<file path="src/rtl/timer_if.sv">
// Register-bus bundle between the system bridge and timer_counter.
// The bridge drives the access; the timer returns read data and its interrupt line.
interface timer_if;
  logic        sel;
  logic [1:0]  addr;
  logic [3:0]  byteen;
  logic [31:0] wdata;
  logic [31:0] rdata;
  logic        irq;

  modport master (output sel, addr, byteen, wdata, input rdata, irq);
  modport slave  (input sel, addr, byteen, wdata, output rdata, irq);
endinterface

</file>
<file path="src/rtl/timer_counter.sv">
// Memory-mapped down-counting timer: CTRL/PRESET/COUNT, one-shot (held irq) or auto-reload (pulsed irq).
// Define TIMER_PRESCALER_EN to implement the CTRL[15:8] tick prescaler.
module timer_counter #(
  parameter int COUNT_W = 32
) (
  input  logic   clk,
  input  logic   reset,
  timer_if.slave bus
);

  typedef enum logic [1:0] {
    IDLE = 2'd0,
    CNT  = 2'd1,
    INT  = 2'd2
  } state_t;

  localparam logic [1:0] ADDR_CTRL   = 2'd0;
  localparam logic [1:0] ADDR_PRESET = 2'd1;
  localparam logic [1:0] ADDR_COUNT  = 2'd2;

  state_t             state;
  logic               ctrl_en;
  logic [1:0]         ctrl_mode;
  logic               ctrl_im;
  logic [7:0]         ctrl_ps;
  logic [COUNT_W-1:0] preset;
  logic [COUNT_W-1:0] count;
  logic               flag;

  logic wr;
  logic wr_ctrl;
  logic wr_preset;
  logic auto_reload;
  logic tick;

  function automatic logic [31:0] merge_lanes(input logic [31:0] old_word,
                                              input logic [31:0] new_word,
                                              input logic [3:0]  lanes);
    logic [31:0] res;
    res = old_word;
    for (int i = 0; i < 4; i++)
      if (lanes[i]) res[8*i +: 8] = new_word[8*i +: 8];
    return res;
  endfunction

  assign wr          = bus.sel && (bus.byteen != 4'b0000);
  assign wr_ctrl     = wr && (bus.addr == ADDR_CTRL);
  assign wr_preset   = wr && (bus.addr == ADDR_PRESET);
  assign auto_reload = (ctrl_mode == 2'b01);

`ifdef TIMER_PRESCALER_EN
  logic [7:0] ps_cnt;
  logic       ps_load;
  logic       counting;

  assign ps_load  = ((state == IDLE) && ctrl_en) || ((state == INT) && auto_reload);
  assign counting = (state == CNT) && ctrl_en && (count != '0);
  // >= rather than == so lowering PS below the running count cannot stall the tick.
  assign tick     = (ps_cnt >= ctrl_ps);

  always_ff @(posedge clk) begin
    if (!reset || ps_load) ps_cnt <= '0;
    else if (counting)     ps_cnt <= tick ? 8'd0 : ps_cnt + 8'd1;
  end
`else
  assign ctrl_ps = 8'd0;
  assign tick    = 1'b1;
`endif

  // NOTE: sequential state uses non-blocking assignments; the software writes come after the
  // FSM in this block on purpose, so the later assignment wins when both touch EN or FLAG.
  always_ff @(posedge clk) begin
    if (!reset) begin
      state     <= IDLE;
      ctrl_en   <= 1'b0;
      ctrl_mode <= 2'b00;
      ctrl_im   <= 1'b0;
`ifdef TIMER_PRESCALER_EN
      ctrl_ps   <= 8'd0;
`endif
      preset    <= '0;
      count     <= '0;
      flag      <= 1'b0;
    end else begin
      unique case (state)
        IDLE: begin
          if (ctrl_en) begin
            count <= preset;
            state <= CNT;
          end
        end
        CNT: begin
          if (!ctrl_en) begin
            state <= IDLE;
          end else if (count == '0) begin
            flag  <= 1'b1;
            state <= INT;
          end else if (tick) begin
            count <= count - COUNT_W'(1);
          end
        end
        INT: begin
          if (auto_reload) begin
            flag  <= 1'b0;
            count <= preset;
            state <= CNT;
          end else begin
            ctrl_en <= 1'b0;
            state   <= IDLE;
          end
        end
        default: state <= IDLE;
      endcase

      if (wr_ctrl) begin
        if (bus.byteen[0]) {ctrl_im, ctrl_mode, ctrl_en} <= bus.wdata[3:0];
`ifdef TIMER_PRESCALER_EN
        if (bus.byteen[1]) ctrl_ps <= bus.wdata[15:8];
`endif
      end
      if (wr_preset)
        preset <= COUNT_W'(merge_lanes(32'(preset), bus.wdata, bus.byteen));
      if (wr_ctrl || wr_preset)
        flag <= 1'b0;
    end
  end

  // NOTE: the default assignment first keeps this block free of inferred latches.
  always_comb begin
    bus.rdata = '0;
    case (bus.addr)
      ADDR_CTRL:   bus.rdata = {16'd0, ctrl_ps, 4'd0, ctrl_im, ctrl_mode, ctrl_en};
      ADDR_PRESET: bus.rdata = 32'(preset);
      ADDR_COUNT:  bus.rdata = 32'(count);
      default:     bus.rdata = '0;
    endcase
  end

  assign bus.irq = flag && ctrl_im;

endmodule

</file>
<file path="src/flat_wrapper.sv">
// flat-port wrapper written by rule: the top's interface ports become plain ports
module timer_counter_flat 
#(
  parameter int COUNT_W = 32
)
  (clk, reset, bus_sel, bus_addr, bus_byteen, bus_wdata, bus_rdata, bus_irq);
  timer_if bus_i ();
  input  logic clk;
  input  logic reset;
  input wire logic [$bits(bus_i.sel)-1:0] bus_sel;
  input wire logic [$bits(bus_i.addr)-1:0] bus_addr;
  input wire logic [$bits(bus_i.byteen)-1:0] bus_byteen;
  input wire logic [$bits(bus_i.wdata)-1:0] bus_wdata;
  output wire logic [$bits(bus_i.rdata)-1:0] bus_rdata;
  output wire logic [$bits(bus_i.irq)-1:0] bus_irq;
  assign bus_i.sel = bus_sel;
  assign bus_i.addr = bus_addr;
  assign bus_i.byteen = bus_byteen;
  assign bus_i.wdata = bus_wdata;
  assign bus_rdata = bus_i.rdata;
  assign bus_irq = bus_i.irq;
  timer_counter #(.COUNT_W(COUNT_W)) u_core (.clk(clk), .reset(reset), .bus(bus_i));
endmodule
</file>
<file path="config.mk">
export PLATFORM = sky130hd
export DESIGN_NAME = timer_counter_flat
export DESIGN_NICKNAME = d
export VERILOG_FILES = /design/src/rtl/timer_if.sv /design/src/rtl/timer_counter.sv /design/src/flat_wrapper.sv
export SDC_FILE = /design/constraint.sdc
export NUM_CORES = 1
export LEC_CHECK = 0
export ABC_AREA = 1
export BUFFER_PORTS_ARGS = -buffer_cell sky130_fd_sc_hd__buf_2
export CORE_ASPECT_RATIO = 1.2
export CORE_MARGIN = 10
export CORE_UTILIZATION = 50
export CTS_CLUSTER_DIAMETER = 80
export DETAILED_ROUTE_END_ITERATION = 10
export PLACE_DENSITY = 0.75
export SYNTH_ARGS = -nofsm -noshare
export SYNTH_HDL_FRONTEND = slang
export SYNTH_SLANG_ARGS = --single-unit
</file>
<file path="constraint.sdc">
create_clock -name clk -period 4.1 [get_ports clk]
set_input_delay 0.205 -clock clk [delete_from_list [all_inputs] [get_ports clk]]
set_output_delay 0.205 -clock clk [all_outputs]
set_load 0.02 [all_outputs]
</file>
* After elaboration in Yosys (flattened, before gate mapping)
Index checks and enable logic that the tools add are counted.
** Operators by class
- Mux-type cells :: 19
- Reduce and logical (&&, ||, !) cells :: 20
- Div/mod/pow operators :: 0
- Add/subtract/negate cells :: 1
- Equal/unequal tests :: 11
- $lt $le $gt $ge :: 0
- Shift operators :: 0
- $mul :: 0
- Bitwise logic cells :: 1
** Operator list (count)
- $pmux 32 s3 :: 2
- $mux 32 :: 4
- $logic_not 32->1 :: 1
- $sub 32x1->32 const B :: 1
- $reduce_and 2->1 :: 6
- $mux 1 :: 8
- $ne 2x1->1 const B :: 4
- $eq 2x1->1 const B :: 3
- $mux 2 :: 3
- $pmux 2 s3 :: 1
- $reduce_and 5->1 :: 1
- $eq 2x2->1 const B :: 2
- $logic_and 1x1->1 :: 4
- $logic_not 2->1 :: 2
- $reduce_and 4->1 :: 1
- $reduce_bool 4->1 :: 1
- $ne 3x3->1 const B :: 1
- $reduce_bool 3->1 :: 1
- $ne 2x2->1 const B :: 1
- $pmux 1 s2 :: 1
- $reduce_bool 2->1 :: 1
- $reduce_or 2->1 :: 1
- $logic_or 1x1->1 :: 1
- $not 1->1 :: 1
** Word-level totals
- Register bits after elaboration :: 71
- Memories :: 0
- Input bits :: 41
- Memory bits (read-only) :: 0
- Bits in writable memories :: 0
- Bits in latches :: 0

* Longest topological paths before layout
Gate-level depths: netlist of run 1.
- Word-level depth :: 5
- Gate-level depth with buffers :: 13
- Mapped depth without buffers :: 12

* Least setup slack after synthesis of run 1
Ideal clock, no wire load.
- Path type :: register to register
- Start :: register u_core.count[0]
- End :: register u_core.count[27]
- Slack :: 2404 ps
- Period minus slack after synthesis :: 1696 ps
- Buffers on the path :: 1
- Data arrival time :: 1581 ps
- Cell stages (with the launch flop) :: 13
- Cells stage by stage :: dfxtp_1 inv_1 ha_1 nand2_1 nor2_2 nand2_2 nor2_4 nand3_2 nand2_2 nand2_4 buf_2 a21oi_1 nor2_1
** On the way
- Cells in the longest elaborated chain, start to end :: 4
- Elaborated cells on any way between the ends :: 7
** RTL lines
- start, declared :: RTL line timer_counter.sv:27 : logic [COUNT_W-1:0] count;
- start signal, assigned :: RTL line timer_counter.sv:88 : count <= preset;
- start signal, assigned :: RTL line timer_counter.sv:99 : count <= count - COUNT_W'(1);
- start signal, assigned :: RTL line timer_counter.sv:105 : count <= preset;
- $sub 32x1->32 :: RTL line timer_counter.sv:99
- $mux 32 :: RTL line timer_counter.sv:95 : end else if (count == '0) begin
- $mux 32 :: RTL line timer_counter.sv:93 : if (!ctrl_en) begin
- $pmux 32 s3 :: RTL line timer_counter.sv:85 : unique case (state)
Parallel ways exist; a longest one is shown, timed or not. The select of a mux whose other input is x is not followed.
A chain may end at the register's enable or synchronous reset.

* Worst setup path in the final report of run 1
- Start :: register u_core.state[0]
- End :: register u_core.count[22]
** On the way
- Cells in the longest elaborated chain, start to end :: 3
- Elaborated cells on any way between the ends :: 10
** RTL lines
- start, declared :: RTL line timer_counter.sv:21 : state_t state;
- start signal, assigned :: RTL line timer_counter.sv:74 : state <= IDLE;
- start signal, assigned :: RTL line timer_counter.sv:89 : state <= CNT;
- start signal, assigned :: RTL line timer_counter.sv:94 : state <= IDLE;
- $eq 2x1->1, or another cell as far along :: RTL line timer_counter.sv:85
- $ne 2x2->1 (no source line), or another cell as far along
- $reduce_and 5->1 (no source line)
Parallel ways exist; a longest one is shown, timed or not.

==> results.json, run 1 <==
{
  "outcome": "finished clean",
  "synth-simple-area-share_pct": 30.69,
  "peakVddDrop_uv": 212.8,
  "swShare_pct": 34.48,
  "synth-xor-area-share_pct": 0.2115,
  "die_area_um2": 12340,
  "synthMuxAreaShare_pct": 0,
  "path_clk_slew_ns": 0.08,
  "synth_top_family_by_area": "simple AND/OR/NAND/NOR gates",
  "dieWidth_um": 103.1,
  "relSlewSlack_pct": 25.04,
  "synth_area_per_cell_um2": 6.200,
  "p_int_w": 0.001090,
  "async_flop_share_pct": 0,
  "path_cells": "inv_2, nor2_4, buf_4, inv_2, nor2_1, nand2_2, nand2_4, inv_2, nor2_1, nor2_1",
  "fin_cells": 822,
  "die_h_um": 119.7,
  "wl_per_cell_um": 14.86,
  "place_ws_ns": 1.531,
  "grt_pass1_vias": 4180,
  "cts_tree": "yes",
  "yosysWarnings": 0,
  "ios": 74,
  "hp-class": "in -> reg",
  "num_rows": 36,
  "area_growth_pct": 12.69,
  "leakagePower_nw": 2.126,
  "fmax_ghz": 0.3798,
  "critPathMaxStageDelay_ns": 0.45,
  "post-route-drc-count": 0,
  "antenna_found_initial": 0,
  "yosysSeqAreaShare_pct": 34.32,
  "synth_nets": 710,
  "layout_setup_ws_ns": 1.467,
  "grt_pass1_wl_um": 20140,
  "synthAdderAreaFrac_pct": 0.3021,
  "place_area_um2": 4503,
  "crit_fanout": 54,
  "min_period_ns": 2.633,
  "vias": 4460,
  "r2r_start": "u_core.state[0]",
  "gp_congestion": 0.9438,
  "fill_cells": 835,
  "min_path_cells": 3,
  "drv_slew": 0,
  "coreArea_um2": 8108,
  "synth_top_area_share_pct": 34.32,
  "power_frac_comb_pct": 25.3,
  "cts.path.max_buffers": 2,
  "drtPass1Iterations": 5,
  "vias_per_cell": 5.426,
  "pwr-share-clk_pct": 30.6,
  "start_kind": "flop",
  "finalInstanceArea_um2": 4667,
  "synth_edf_count": 0,
  "ctsHoldBuffers": 0,
  "sequentialPowerShare_pct": 44.1,
  "nNetsFinal": 766,
  "end_kind": "flop",
  "netlist_area_um2": 4141,
  "dp.cells": 808,
  "rr_worst_depth": 10,
  "drv_cap": 0,
  "synthTopCellsByArea": "dfxtp_1, nor2_1, nand2_1, inv_1, o21ai_0",
  "cts.sinks": 71,
  "diodes": 0,
  "postRouteAntennaNets": 0,
  "synth_seq_cells": 71,
  "crit_buf_inv": 4,
  "drive_gt1_share_pct": 16.78,
  "finalCritPeriodShare_pct": 64.22,
  "worstSetupPathType": "reg -> reg",
  "synth-main-ff-cell": "dfxtp_1",
  "synthCells": 668,
  "fin_worst_skew_ns": 0.008935,
  "htree_levels": 3,
  "cp_slowest_cell": "buf_4",
  "arrival_ns": 2.90,
  "r2r_end": "u_core.count[22]",
  "fin_setup_tns_ns": 0,
  "gr-usage-all-layers_pct": 20.21,
  "routed_wl_um": 12220,
  "power.density_nw_per_um2": 356.4,
  "grt_start_max_net_pins": 63,
  "cp-startpoint": "u_core.state[0]",
  "total_power_w": 0.001663,
  "synth_compound_area_share_pct": 23.35,
  "final_hold_viol_count": 0,
  "dr.first_iter.drc_count": 295,
  "overflow": 0,
  "postCtsSetupBuffers": 0,
  "hpwl_um": 8844,
  "yosysTopAreaCell": "dfxtp_1",
  "portBuffers": 73,
  "whs_endpoint": "u_core.preset[17]",
  "synth.most_common_cell": "nor2_1",
  "cts_root_buffer": "clkbuf_8",
  "finalSetupViolCount": 0,
  "rsz0062_at_grt": "false",
  "clk_latency_ns": 0.37,
  "floorplan.initialDensity_pct": 51.08,
  "cts_resized": 0,
  "path_delay_family": "buffers and inverters",
  "numCtsBuffers": 9,
  "yosys-top-cells-count": "nor2_1, nand2_1, dfxtp_1, inv_1, o21ai_0",
  "min_from": "bus_wdata[17]",
  "worst_pin_slew_ns": 1.122,
  "reg2reg_slack_ns": 1.47,
  "p_switching_w": 0.0005734,
  "ys_types": 29,
  "required_ns": 4.36
}
-- power groups by stage --
stage               registers (W)  clock network (W)  logic (W)
floorplan                0.000743                  0   0.000306
finish                   0.000734           0.000509   0.000420
global route             0.000737           0.000543   0.000475
detailed placement       0.000749                  0   0.000415
global placement         0.000748                  0   0.000409
CTS                      0.000733           0.000510   0.000418
-- stage by stage --
step | hold slack (ns) | util [%]
after floorplan | 0.3537 | -
after global placement | 0.4410 | 55.54
after detailed placement | 0.4484 | 55.54
after CTS | 0.09124 | 57.56
after global routing | 0.1119 | 57.56
final | 0.09610 | 57.56
-- area by class of cell --
cell class / instances / area [um^2] / area share (%)
Tap cell: 95 / 118.9 / 2.547
Sequential cell: 71 / 1421 / 30.46
Clock buffer: 13 / 158.9 / 3.405
Clock inverter: 1 / 5.005 / 0.1072
Inverter: 86 / 322.8 / 6.917
Timing Repair Buffer: 75 / 380.4 / 8.150
Multi-Input combinational cell: 481 / 2260 / 48.42
-- registers in the layout, summed over array words and instances, names as in the netlist --
name	count
u_core.state	2
u_core.count	32
u_core.ctrl_en	1
u_core.preset	32
u_core.ctrl_im	1
u_core.ctrl_mode	2
u_core.flag	1
-- metal layers --
metal | vias up | GRT usage, % | part of all wire (%)
li1 | 2295 | - | -
met1 | 2027 | 24.51 | 44
met2 | 124 | 34.34 | 49
met3 | 14 | 3.215 | 5.1
met4 | 0 | 8.188 | 1.7
met5 | - | 0 | 0
-- placed cells by master (no fill, tap or decap), drive strengths merged, types with 2 or more instances in the layout --
cell type,n
a21oi,48
buf,75
clkbuf,13
clkinv,2
dfxtp,71
inv,85
nand2,117
nand3,45
nand4,2
nor2,127
nor3,3
o21ai,102
o221ai,4
o22ai,29
-- worst register-to-register path, cell delays in order (launching register included) --
cell     delay [ns]
dfxtp_1        0.36
inv_2          0.06
nor2_4         0.07
buf_4          0.45
inv_2          0.27
nor2_1         0.23
nand2_2        0.09
nand2_4        0.32
inv_2          0.38
nor2_1         0.23
nor2_1         0.06
-- worst max-delay path by stage --
| stage | to | slack, ns | depth (start not counted) |
|---|---|---|---|
| final | u_core.count[22] | 1.47 | 10 |
| after detailed placement | u_core.count[22] | 1.53 | 10 |
| after CTS | u_core.count[22] | 1.52 | 10 |
| after floorplan | u_core.count[27] | 2.40 | 12 |
| after global placement | u_core.count[9] | 1.57 | 10 |
| after global routing | u_core.count[10] | 1.20 | 10 |
-- kinds of logic (layout without fill, tap and decap cells) --
group,count (synthesis),count (layout)
DFF,71,71
adders and majority gates,1,1
xor gates and xnor gates,1,1
and+or+nand+nor,296,296
AOI/OAI and AO/OA,183,183
buffers and inverters,116,175
(Power assumes the default switching activity.)
==> inputs of run 2 (changes only) <==
ABC_AREA = 0   (was 1)
clock period = 2.47 ns   (was 4.1 ns; I/O delays follow)
==> run 2 against run 1 <==
  * Worst hold slack got worse by 0.091 ns
  * Via count down 1.1%
  * Sequential cell count is the same
  * Final cell count decreased by 13%
  * Synthesized area fell by 4.5%
  * Largest power group unchanged
==> results.json, run 2 <==
{
  "hp-class": "in -> reg",
  "synth_compound_area_share_pct": 29.84,
  "dr.first_iter.drc_count": 347,
  "synth.most_common_cell": "nand2_1",
  "num_rows": 35,
  "vias_per_cell": 6.187,
  "routed_wl_um": 12560,
  "cts_root_buffer": "clkbuf_8",
  "rsz0062_at_grt": "true",
  "path_cells": "inv_2, ha_4, or4b_4, or4_4, o31ai_4, buf_4, buf_4, nand2b_1, a21oi_1",
  "gr-usage-all-layers_pct": 20.11,
  "relSlewSlack_pct": 22.80,
  "synth-simple-area-share_pct": 26.65,
  "wl_per_cell_um": 17.61,
  "yosysSeqAreaShare_pct": 35.95,
  "outcome": "finished clean",
  "min_path_cells": 3,
  "leakagePower_nw": 1.981,
  "cts.path.max_buffers": 2,
  "crit_top_cell": "buf_4",
  "postRouteAntennaNets": 0,
  "reg2reg_slack_ns": 0.07,
  "peakVddDrop_uv": 339.3,
  "hpwl_um": 8381,
  "yosysWarnings": 0,
  "overflow": 0,
  "synthMuxAreaShare_pct": 2.025,
  "synthAdderAreaFrac_pct": 0.3165,
  "post-route-drc-count": 0,
  "portBuffers": 73,
  "fin_setup_tns_ns": 0,
  "total_power_w": 0.002372,
  "async_flop_share_pct": 0,
  "fill_cells": 680,
  "finalCritPeriodShare_pct": 97.21,
  "area_growth_pct": 25.13,
  "reg_top3": "u_core.count: 32 flops, u_core.preset: 32 flops",
  "numCtsBuffers": 9,
  "synthTopCellsByArea": "dfxtp_1, nand2_1, a21oi_1, a22o_1, clkbuf_1",
  "grt_start_max_net_pins": 66,
  "final_common_cell": "nand2_1",
  "synth_seq_cells": 71,
  "gp_congestion": 0.8909,
  "diodes": 0,
  "mostFrequentLayoutCells": "nand2_1, buf_2, a21oi_1, dfxtp_1, nor2_1",
  "arrival_ns": 2.58,
  "netlist_area_um2": 3954,
  "synth_nets": 573,
  "final_hold_viol_count": 0,
  "synth-xor-area-share_pct": 0,
  "ys_types": 49,
  "regArea_um2": 1424,
  "worst_pin_slew_ns": 1.156,
  "rr_worst_depth": 9,
  "power.density_nw_per_um2": 479.5,
  "htree_levels": 3,
  "nNetsFinal": 658,
  "vias": 4411,
  "drive_gt1_share_pct": 22.54,
  "floorplan.initialDensity_pct": 51.30,
  "start_kind": "flop",
  "cp_slowest_cell": "or4_4",
  "drtPass1Iterations": 5,
  "yosys-top-cells-count": "nand2_1, dfxtp_1, a21oi_1",
  "dieWidth_um": 101.2,
  "path_clk_slew_ns": 0.08,
  "coreArea_um2": 7707,
  "end_kind": "flop",
  "worstSetupPathType": "reg -> reg",
  "grt_pass1_wl_um": 20270,
  "min_period_ns": 2.401,
  "synth_edf_count": 0,
  "yosysTopAreaCell": "dfxtp_1",
  "layout_setup_ws_ns": 0.06883,
  "die_area_um2": 11880,
  "fmax_ghz": 0.4165,
  "fin_util_pct": 64.19,
  "synth_area_per_cell_um2": 7.446,
  "synth-main-ff-cell": "dfxtp_1",
  "clk_latency_ns": 0.35,
  "drv_slew": 0,
  "required_ns": 2.65,
  "synth_top_family_by_area": "compound AO/OA/AOI/OAI gates",
  "die_h_um": 117.4,
  "ios": 74,
  "critPathMaxStageDelay_ns": 0.54,
  "multi_input_area_um2": 2355,
  "place_ws_ns": -0.08387,
  "drv_cap": 0,
  "synthCells": 531,
  "synth_top_area_share_pct": 35.95,
  "fin_worst_skew_ns": 0.01030,
  "grt_pass1_vias": 4203,
  "crit_fanout": 10,
  "cts.sinks": 71,
  "finalSetupViolCount": 0,
  "antenna_found_initial": 0,
  "cts_tree": "yes"
}
## run 2: cell count changes after synthesis, moves of 14 or more
cell | previous run | this run
clkbuf_1 | 18 | 40
nor2_1 | 119 | 32
o22ai_1 | 29 | 3
inv_2 | 14 | 0
inv_1 | 71 | 4
a22o_1 | 0 | 29
o21ai_1 | 50 | 5
o21ai_0 | 52 | 15
nand3_1 | 44 | 10
a21oi_1 | 48 | 69
## run 2: path summary, 6_finish.rpt
path	from	to
setup / recovery	u_core.count[1]	u_core.count[5]
hold / removal	bus_wdata[10]	u_core.preset[10]
setup reg to reg	u_core.count[1]	u_core.count[5]
hold reg to reg	u_core.preset[18]	u_core.preset[18]
## run 2: through the flow
stage | instance area (um^2) | hold slack [ns] | instances
finish | 4947 | 0.005050 | 713
global route | 4947 | 0.006911 | 713
CTS | 4876 | 0.00003778 | 709
detailed placement | 4539 | 0.3692 | 681
global placement | 4539 | 0.3632 | 681
floorplan | 3981 | 0.2595 | 531
## run 2: layout make-up
cell class                      instances  area share, %
Clock buffer                           12          3.136
Clock inverter                          4          1.088
Inverter                                4         0.3035
Multi-Input combinational cell        408          47.60
Sequential cell                        71          28.78
Tap cell                               92          2.327
Timing Repair Buffer                  122          16.77
## run 2: repair_timing
item | in CTS | in global routing
pin swaps | 0 | 2
buffers inserted | 0 | 1
resized for setup | 2 | 5
endpoints found under the setup margin | 29 | 22
hold buffers | 12 | 1
hold endpoints to repair | 12 | 1
cloned | 0 | 2
## run 2: logic make-up after synthesis
group | count (synthesis)
DFF | 71
and+or+nand+nor | 221
muxes | 8
adders and majority gates | 1
buffers and inverters | 52
AOI/OAI and AO/OA | 178
## run 2: worst max-delay path, delay by kind of cell (launching register included)
family / cells / cell delay (ns)
buffers and inverters: 3 / 0.39
AO/OA/AOI/OAI: 2 / 0.28
AND/OR/NAND/NOR: 3 / 1.12
adder cells (fa/ha/maj): 1 / 0.12
flip-flops: 1 / 0.33
## run 2: metal layers
layer | routed length [um] | global-route usage [%] | vias up
li1 | - | - | 2113
met1 | 5148 | 25.01 | 2069
met2 | 6239 | 32.99 | 193
met3 | 863 | 4.052 | 36
met4 | 306 | 7.243 | 0
met5 | 0 | 0 | -
## run 2: power breakdown
part / total, W / leakage [nW] / internal (W) / switching [W]
combinational: 0.000220 / 1.31 / 0.0000894 / 0.000131
clock: 0.000983 / 0.0988 / 0.000524 / 0.000459
sequential: 0.00117 / 0.574 / 0.00116 / 0.0000118
==> inputs of run 3 (changes only) <==
CTS_BUF_LIST = sky130_fd_sc_hd__clkbuf_8   (was not set)
==> run 3 against run 2 <==
  * Maximum frequency hardly changed
  * Total power shrank 0.16%
  * Sequential cell count did not move
  * First-iteration DRC count is 1.4% lower
  * Cell area stayed put
  * Largest cell class unchanged
  * Worst hold slack worse by 0.0043 ns
  * Largest power group unchanged
==> results.json, run 3 (synthesis results as in run 2) <==
{
  "cts.path.max_buffers": 2,
  "multi_input_area_um2": 2355,
  "post-route-drc-count": 0,
  "sequentialPowerShare_pct": 49.4,
  "fin_setup_tns_ns": 0,
  "outcome": "finished clean",
  "whs_endpoint": "u_core.preset[27]",
  "num_rows": 35,
  "htree_levels": 3,
  "finalCritPeriodShare_pct": 97.20,
  "overflow": 0,
  "required_ns": 2.65,
  "rr_worst_depth": 9,
  "worstSetupPathType": "reg -> reg",
  "pwr-share-clk_pct": 41.4,
  "grt_pass1_vias": 4203,
  "power_frac_comb_pct": 9.3,
  "dieWidth_um": 101.2,
  "arrival_ns": 2.58,
  "drv_cap": 0,
  "final_hold_viol_count": 0,
  "end_kind": "flop",
  "mostFrequentLayoutCells": "nand2_1, buf_2, a21oi_1, dfxtp_1, nor2_1",
  "regArea_um2": 1424,
  "p_switching_w": 0.0006020,
  "dr.first_iter.drc_count": 342,
  "die_h_um": 117.4,
  "drtPass1Iterations": 4,
  "die_area_um2": 11880,
  "drv_slew": 0,
  "numCtsBuffers": 9,
  "final_common_cell": "nand2_1",
  "p_int_w": 0.001766,
  "place_area_um2": 4539,
  "diodes": 0,
  "floorplan.initialDensity_pct": 51.30,
  "worst_pin_slew_ns": 1.163,
  "fill_cells": 680,
  "postRouteAntennaNets": 0,
  "clk_latency_ns": 0.36,
  "portBuffers": 73,
  "nNetsFinal": 658,
  "grt_pass1_wl_um": 20270,
  "vias_per_cell": 6.178,
  "min_path_cells": 3,
  "gr-usage-all-layers_pct": 20.11,
  "antenna_found_initial": 0,
  "min_period_ns": 2.401,
  "path_clk_slew_ns": 0.08,
  "ios": 74,
  "hpwl_um": 8381,
  "gp_congestion": 0.8909,
  "r2r_end": "u_core.count[5]",
  "vias": 4405,
  "peakVddDrop_uv": 340.5,
  "power.density_nw_per_um2": 478.7,
  "leakagePower_nw": 1.985,
  "coreArea_um2": 7707,
  "fin_worst_skew_ns": 0.01098,
  "relSlewSlack_pct": 22.36,
  "finalSetupViolCount": 0,
  "reg2reg_slack_ns": 0.07,
  "crit_fanout": 10,
  "cts.sinks": 71,
  "drive_gt1_share_pct": 22.54,
  "hp-class": "in -> reg",
  "cts_tree": "yes",
  "total_power_w": 0.002368,
  "start_kind": "flop",
  "fin_util_pct": 64.19,
  "cts_root_buffer": "clkbuf_8",
  "min_from": "bus_wdata[27]",
  "area_growth_pct": 25.13,
  "r2r_start": "u_core.count[1]",
  "grt_start_max_net_pins": 66,
  "fmax_ghz": 0.4165,
  "routed_wl_um": 12580,
  "wl_per_cell_um": 17.65,
  "finalInstanceArea_um2": 4947,
  "swShare_pct": 25.42,
  "rsz0062_at_grt": "true",
  "reg_top3": "u_core.count: 32 flops, u_core.preset: 32 flops"
}
==> run 3: cell types whose count changed in the layout (fill, tap and decap cells not counted) <==
cell,delta
clkbuf_1,-1
inv_1,+1
==> run 3: how the worst max path moves through the flow <==
stage                    start          endpoint  slack [ns]  cells past startpoint
2_1_floorplan  u_core.count[1]   u_core.count[0]        -0.1                     10
3_3_place_gp   u_core.count[1]  u_core.count[21]       -0.01                      9
3_5_place_dp   u_core.count[1]  u_core.count[21]       -0.08                      9
4_1_cts        u_core.count[1]  u_core.count[19]        0.01                      9
5_1_grt        u_core.count[1]   u_core.count[5]       -0.02                      9
6_report       u_core.count[1]   u_core.count[5]        0.07                      9
==> run 3: stage by stage <==
step	instances	hold slack, ns	setup slack [ns]
floorplan	531	0.2595	-0.09747
detailed placement	681	0.3692	-0.08387
finish	713	0.0007638	0.06919
global route	713	0.006911	-0.02185
global placement	681	0.3632	-0.01185
CTS	709	0.00003778	0.01073
==> run 3: timing repair <==
item | in CTS | in global routing
gates resized for setup | 2 | 5
endpoints found under the setup margin | 29 | 22
pin swaps | 0 | 2
buffers inserted | 0 | 1
hold buffers | 12 | 1
hold endpoints to repair | 12 | 1
gates cloned | 0 | 2
==> run 3: power groups by stage <==
stage               combinational [W]  clock [W]  sequential, W
global placement             0.000191          0        0.00120
finish                       0.000219   0.000980        0.00117
detailed placement           0.000195          0        0.00120
CTS                          0.000211   0.000983        0.00117
floorplan                    0.000117          0        0.00119
global route                 0.000240    0.00104        0.00117
==> run 3: critical path: stages (launching register included) <==
cell,delay [ns]
dfxtp_2,0.33
inv_2,0.06
ha_4,0.12
or4b_4,0.46
or4_4,0.54
o31ai_4,0.22
buf_4,0.17
buf_4,0.16
nand2b_1,0.12
a21oi_1,0.06
==> run 3: final cells by class <==
| cell class | count | area share [%] |
|---|---|---|
| tap | 92 | 2.327 |
| sequential | 71 | 28.78 |
| clock inverter | 5 | 1.163 |
| timing repair buffer | 122 | 16.77 |
| clock buffer | 11 | 3.060 |
| multi-input combinational | 408 | 47.60 |
| inverter | 4 | 0.3035 |
==> run 3: per-layer routing <==
layer  wire length [um]  global-route usage, %  vias up
met2               6330                  32.99      206
li1                   -                      -     2113
met5                  0                      0        -
met1               5071                  25.01     2064
met3                932                  4.052       22
met4                247                  7.243        0
